`config.mk`:
```
export PLATFORM = sky130hd
export DESIGN_NAME = td4_sequencer
export DESIGN_NICKNAME = d
export VERILOG_FILES = /design/src/rtl/td4_pkg.sv /design/src/rtl/td4_fetch_timer.sv /design/src/rtl/td4_sequencer.sv
export SDC_FILE = /design/constraint.sdc
export NUM_CORES = 1
export LEC_CHECK = 0
export CAP_MARGIN = 5
export CORE_MARGIN = 3
export CORE_UTILIZATION = 30
export DETAILED_ROUTE_END_ITERATION = 8
export PLACE_DENSITY = 0.59
export SLEW_MARGIN = 20
export SYNTH_ARGS = -nofsm -noshare
export SYNTH_HDL_FRONTEND = slang
export SYNTH_SLANG_ARGS = --single-unit
```
`constraint.sdc`:
```
create_clock -name CLK -period 1.7 [get_ports CLK]
set_clock_uncertainty 0.2 [all_clocks]
set_input_delay 0.34 -clock CLK [delete_from_list [all_inputs] [get_ports CLK]]
set_output_delay 0.34 -clock CLK [all_outputs]
set_load 0.005 [all_outputs]
```
`src/rtl/td4_pkg.sv`:
```
// td4_pkg: shared TD4 core types and field layout for sequencer, decoder and ALU
package td4_pkg;
  localparam int TD4_ADDR_W  = 4;
  localparam int TD4_DATA_W  = 8;
  localparam int TD4_OPC_W   = 4;
  localparam int TD4_IMM_W   = 4;
  localparam int TD4_IMM_LSB = 0;
  typedef enum logic [2:0] {
    S_IDLE,
    S_FETCH,
    S_EXEC,
    S_BREAK,
    S_FAULTED
  } state_t;
endpackage

```
`src/rtl/td4_fetch_timer.sv`:
```
// td4_fetch_timer: counts FETCH wait cycles and flags the last one allowed before timeout
module td4_fetch_timer #(
  parameter int TIMEOUT = 15,
  localparam int W = (TIMEOUT < 2) ? 1 : $clog2(TIMEOUT)
) (
  input  logic clk,
  input  logic rst,
  input  logic clr_i,
  input  logic en_i,
  output logic tc_o
);
  logic [W-1:0] cnt_q;
  always_ff @(posedge clk) begin
    if (rst || clr_i) cnt_q <= '0;
    else if (en_i) cnt_q <= cnt_q + W'(1);
  end
  assign tc_o = cnt_q == W'(TIMEOUT - 1);
endmodule

```
`src/rtl/td4_sequencer.sv`:
```
// td4_sequencer: TD4 fetch/execute controller owning PC and IR with run, step, breakpoint and ROM-timeout fault
module td4_sequencer
  import td4_pkg::*;
#(
  parameter int ADDR_W  = TD4_ADDR_W,
  parameter int DATA_W  = TD4_DATA_W,
  parameter int TIMEOUT = 15,
  parameter int CNT_W   = 16
) (
  input  logic              CLK,
  input  logic              RESET,
  input  logic              RUN,
  input  logic              STEP,
  input  logic              BP_EN,
  input  logic [ADDR_W-1:0] BP_ADDR,
  output logic [ADDR_W-1:0] ROM_ADDR,
  output logic              ROM_REQ,
  input  logic              ROM_ACK,
  input  logic [DATA_W-1:0] ROM_DATA,
  input  logic [ADDR_W-1:0] PC_NEXT,
  output logic [3:0]        OPCODE,
  output logic [3:0]        IMM,
  output logic              EXEC_EN,
  output logic [ADDR_W-1:0] PC,
  output logic              HALTED,
  output logic              FAULT,
  output logic [CNT_W-1:0]  INSTR_CNT
);
  state_t state_q, state_d;
  logic [ADDR_W-1:0] pc_q, pc_d;
  logic [DATA_W-1:0] ir_q, ir_d;
  logic [CNT_W-1:0] cnt_q, cnt_d;
  logic step_q, step_d;
  logic tc;
  td4_fetch_timer #(.TIMEOUT(TIMEOUT)) u_timer (
    .clk  (CLK),
    .rst  (RESET),
    .clr_i(state_q != S_FETCH || ROM_ACK),
    .en_i (state_q == S_FETCH),
    .tc_o (tc)
  );
  always_ff @(posedge CLK) begin
    if (RESET) begin
      state_q <= S_IDLE;
      pc_q    <= '0;
      ir_q    <= '0;
      cnt_q   <= '0;
      step_q  <= 1'b0;
    end else begin
      state_q <= state_d;
      pc_q    <= pc_d;
      ir_q    <= ir_d;
      cnt_q   <= cnt_d;
      step_q  <= step_d;
    end
  end
  always_comb begin
    state_d = state_q;
    pc_d    = pc_q;
    ir_d    = ir_q;
    cnt_d   = cnt_q;
    step_d  = step_q;
    unique case (state_q)
      S_IDLE: begin
        state_d = (RUN || STEP) ? S_FETCH : S_IDLE;
        step_d  = RUN ? 1'b0 : STEP ? 1'b1 : step_q;
      end
      S_FETCH: begin
        state_d = ROM_ACK ? S_EXEC : tc ? S_FAULTED : S_FETCH;
        ir_d    = ROM_ACK ? ROM_DATA : ir_q;
      end
      S_EXEC: begin
        pc_d    = PC_NEXT;
        cnt_d   = cnt_q + CNT_W'(1);
        // a single step must retire without re-tripping the breakpoint it left
        state_d = (step_q || !RUN) ? S_IDLE :
                  (BP_EN && PC_NEXT == BP_ADDR) ? S_BREAK : S_FETCH;
      end
      S_BREAK: begin
        state_d = STEP ? S_FETCH : !RUN ? S_IDLE : S_BREAK;
        step_d  = STEP ? 1'b1 : step_q;
      end
      S_FAULTED: state_d = S_FAULTED;
      default:   state_d = S_IDLE;
    endcase
  end
  assign ROM_ADDR  = pc_q;
  assign PC        = pc_q;
  assign ROM_REQ   = state_q == S_FETCH;
  assign EXEC_EN   = state_q == S_EXEC;
  assign HALTED    = state_q == S_BREAK;
  assign FAULT     = state_q == S_FAULTED;
  assign INSTR_CNT = cnt_q;
  assign OPCODE    = ir_q[DATA_W-1 -: TD4_OPC_W];
  assign IMM       = ir_q[TD4_IMM_LSB +: TD4_IMM_W];
endmodule

```
==> impl.org, run 1 <==
** Yosys
- The synthesized netlist occupies a cell area of 1662 µm².
- Most numerous cell types in the synthesized netlist :: sky130_fd_sc_hd__dfxtp_1 (36), sky130_fd_sc_hd__nor2_1 (35), sky130_fd_sc_hd__mux2i_1 (13), sky130_fd_sc_hd__xnor2_1 (13), sky130_fd_sc_hd__nand2_1 (9)
- Area leader, netlist :: sky130_fd_sc_hd__dfxtp_1
- Of the post-synthesis cell area, the dominant cell type holds 0.4337.
- Counting every instance in the synthesized netlist gives 179.
- The most used flip-flop cell after synthesis is sky130_fd_sc_hd__dfxtp_1.
- The Yosys step of the flow raised 0 warnings.
- Cell with the most instances after synthesis :: sky130_fd_sc_hd__dfxtp_1
- Of all flip-flops after synthesis, the portion carrying an async set or reset was 0.
- Mapped Nets :: 204
- Number of enable-type register cells in the synthesized netlist :: 0
- #FFs+latches synth :: 36
- A synthesized cell averages 9.283 µm².
- Ranked by total cell area, the synthesized netlist is headed by sky130_fd_sc_hd__dfxtp_1 (43%), sky130_fd_sc_hd__nor2_1 (7.9%), sky130_fd_sc_hd__mux2i_1 (7.8%), sky130_fd_sc_hd__xnor2_1 (6.9%), sky130_fd_sc_hd__nand2b_1 (2.6%).
- Sequential cell area fraction in the yosys report :: 0.4337
- Synthesis instantiated 36 different standard cells from the library.

** Global routing
- Vias in the first global route :: 1,519
- Global-route wire length before repair :: 6.858 mm
- Entering global routing, the biggest net connects 14 pins.
- Tot GR Track Use :: 0.1351
- The initial antenna violation count is 0.
- For this run the aggregate overflow at the end of global routing stands at 0.

** Timing
- The final-report hold violation count was 0.
- Min Clock Period, post-route :: 1.706 ns
- Finish-stage setup viols :: 2
- Dividing the final minimum period by the clock period gives 1.004.
- Final-layout worst hold slack :: 0.2661 ns
- Setup repair after global routing could not meet its margin everywhere.
- Slew margin rel. :: 0.8168
- Setup slack on the critical path of the routed design comes to -0.006253 ns.
- Highest achievable clock rate :: 586.1 MHz
- At the pin with the least slew margin, the transition time is 0.2739 ns.
- The number of max-slew violations in the final report is 0.

** Place
- Detailed placement HPWL :: 2.932 mm
- Placer's final routability congestion estimate :: 0.8365
- Count of buffers from port buffering :: 57
- Count of placed standard cells including taps :: 323
- Worst slack at placement :: -0.1377 ns

** Hold path
- The path class of the tightest hold or removal check is flip-flop to flip-flop.
- Min-Delay Startpoint :: u_timer.cnt_q[0]
- Hold Path Depth :: 1
- Capture endpoint of the worst hold path :: u_timer.cnt_q[0]

** Drt
- Vias post-DR :: 1,550
- Using the TritonRoute via totals, the vias-per-cell ratio works out to 4.506.
- Detailed-route wire length :: 4.112 mm
- M1 WL :: 1.783 mm
- The detailed router used layers up to and including met4.
- Pre-Repair DR Iteration Count :: 4
- For this block, the initial DRC count from the detailed router was 42.
- Metal3 WL :: 164 µm
- Wire segments on met2 add up to 2.094 mm in the final route.
- Post-detailed-route wirelength per cell :: 11.95 µm
- Once detail routing completed, the nets flagged for antenna violations numbered 0.
- Number of DRC violations after detailed routing :: 0

** Worst setup path
- The number of cells on the worst reg-to-reg path is 8.
- Slowest cell on the critical path :: sky130_fd_sc_hd__dfxtp_4
- Type of element capturing the critical path :: flip-flop
- Walking the worst path, the cells encountered are buf_6, buf_6, nand4bb_4, buf_6, buf_6, nor3_2, xnor2_1, nor2_1.
- STA puts the critical path data arrival time at 1.68 ns.
- Longest individual stage delay on the worst path :: 0.36 ns
- In this run the number of cells on the critical path is 8.
- Most frequent cell on the critical path :: sky130_fd_sc_hd__buf_6
- Family with the most delay on the worst path :: buffers and inverters
- Kind of start point of the critical path :: flip-flop
- Startpoint of the most critical register-to-register path :: state_q[1]
- The number of buffers and inverters on the critical path is 4.
- Register-to-Register Setup Slack :: -0.006 ns
- Worst-path fanout max :: 7
- STA puts the critical path data required time at 1.67 ns.
- Worst setup path category :: flip-flop to flip-flop
- Capture point of the worst reg-to-reg path :: INSTR_CNT[8]

** Power and ir drop
- Power density of the placed cells :: 592.8 nW/µm²
- Summed over all cells, the static leakage comes to 1.331 nW.
- VDD sags by at most 0.0004432 V.
- Net Switching :: 0.3878 mW
- Of the total power, combinational logic draws 0.140.
- Clock network fraction of total power :: 0.339
- Of the total power, the share spent switching nets is 0.2323.
- The share of total power dissipated in sequential elements is 0.521.
- The internal portion of the total power is 1.282 mW.

** Floorplan
- The initial utilization of the core area, before any placement, comes to 0.3172.
- The die is 80.42 µm wide.
- In this run the vertical extent of the chip is 80.42 µm.
- The floorplan step defined a core boundary enclosing 5238 µm².
- Core Rows :: 26
- For this design the top-level I/O count stands at 58.
- The floorplan step defined a die boundary enclosing 6467 µm².

** Clock network
- The number of clock buffers added by TritonCTS is 5.
- Clock transition at path regs :: 0.07 ns
- In this run the deepest clock path goes through 2 buffers.
- Buffers inserted to repair hold after CTS numbered 0.
- CTS root buf :: sky130_fd_sc_hd__clkbuf_8
- H-tree Lvls :: 2
- TritonCTS built the clock tree.
- CTS saw 36 sinks.
- Clock network latency to the later pin of the worst-skew pair :: 0.28 ns

** Final layout
- For this run, the number of standard cells in the final layout without fillers is 344.
- Synthesis-to-finish area growth :: 69.50%
- Nets@finish :: 299
- In the final layout, the share of cells above drive strength 1 is 0.3431.
- Util after Layout :: 0.5377
- Final antenna diode count :: 0

** Outcome
- The run finished, with violations left.
- The checks that failed: negative setup slack.

** Flow run
- Number of maximum-capacitance violations :: 0
==> flip-flops by register name (all words and copies together), names as in the netlist <==
signal / count
INSTR_CNT: 16
PC: 4
ir_q: 8
state_q: 3
u_timer.cnt_q: 4
step_q: 1
==> worst register-to-register path: cells and delay by family, from the launching register on <==
kind / cells / cell delay, ns
flip-flops: 1 / 0.36
XOR/XNOR: 1 / 0.16
AND/OR/NAND/NOR: 3 / 0.41
buffers and inverters: 4 / 0.47
==> final cells by class <==
type	count	area, µm²
Multi-Input combinational cell	129	942.2
Fill cell	498	2421
Tap cell	70	87.58
Sequential cell	36	765.7
Inverter	4	15.01
Timing Repair Buffer	98	928.4
Clock inverter	1	5.005
Clock buffer	6	72.57
==> per-layer routing <==
metal,global-route usage,vias up
li1,-,800
met1,0.1676,710
met2,0.2260,30
met3,0.03475,10
met4,0.04561,0
met5,0,-
==> power by group through the flow <==
stage          clock [mW]  combinational (mW)  sequential (mW)
6_report            0.566               0.234            0.869
3_3_place_gp            0               0.231            0.897
5_1_grt             0.633               0.255            0.873
3_5_place_dp            0               0.231            0.896
4_1_cts             0.597               0.233            0.869
2_1_floorplan           0              0.0883            0.897
==> cells by family (layout without fill, tap and decap cells) <==
logic type                 after synthesis  after routing  synth area share
AOI/OAI and AO/OA                       18             18           0.07531
xor gates and xnor gates                16             16           0.08434
adders and majority gates                3              3           0.02259
buffers and inverters                   14            109           0.05045
DFF                                     36             36            0.4337
muxes                                   13             13           0.07831
and+or+nand+nor                         79             79            0.2553
==> through the flow <==
step	TNS [ns]	power [mW]	area (µm²)
2_1_floorplan	0	0.9855	1662
3_3_place_gp	-1.040	1.127	2479
3_5_place_dp	-1.255	1.128	2479
4_1_cts	0	1.699	2671
5_1_grt	-0.4249	1.760	2816
6_report	-0.008241	1.669	2816
==> worst max-delay path by stage <==
stage	startpoint	end	slack, ns
6_report	state_q[1]	INSTR_CNT[8]	-0.006
5_1_grt	state_q[1]	INSTR_CNT[6]	-0.07
4_1_cts	state_q[1]	EXEC_EN	0.002
3_5_place_dp	ROM_ACK	ir_q[1]	-0.14
3_3_place_gp	ROM_ACK	ir_q[0]	-0.11
2_1_floorplan	state_q[2]	INSTR_CNT[15]	0.07
==> repair_timing <==
item | in CTS | in global routing
pin swaps | 3 | 6
buffers inserted | 9 | 5
endpoints found under the setup margin | 35 | 29
gates resized for setup | 48 | 34
==> layout by cell type, fill, tap and decap left out, types with 4 or more instances in the layout <==
cell,synthesis,routed
sky130_fd_sc_hd__buf_4,4,35
sky130_fd_sc_hd__buf_6,2,4
sky130_fd_sc_hd__clkbuf_8,0,5
sky130_fd_sc_hd__clkdlybuf4s50_1,0,34
sky130_fd_sc_hd__dfxtp_1,36,14
sky130_fd_sc_hd__dfxtp_2,0,15
sky130_fd_sc_hd__dfxtp_4,0,7
sky130_fd_sc_hd__dlygate4sd2_1,0,6
sky130_fd_sc_hd__dlymetal6s2s_1,0,13
sky130_fd_sc_hd__mux2i_1,13,13
sky130_fd_sc_hd__nand2_1,9,9
sky130_fd_sc_hd__nand2b_1,7,6
sky130_fd_sc_hd__nand3_1,4,4
sky130_fd_sc_hd__nand4_1,4,4
sky130_fd_sc_hd__nor2_1,35,34
sky130_fd_sc_hd__xnor2_1,13,13
Power figures use the tool's default switching activity.
==> run 2, diff against run 1 <==
Settings changed: CAP_MARGIN 5 to 20.
==> results of run 2 <==
Final layout, timing and power as in run 1 (identical DEF).
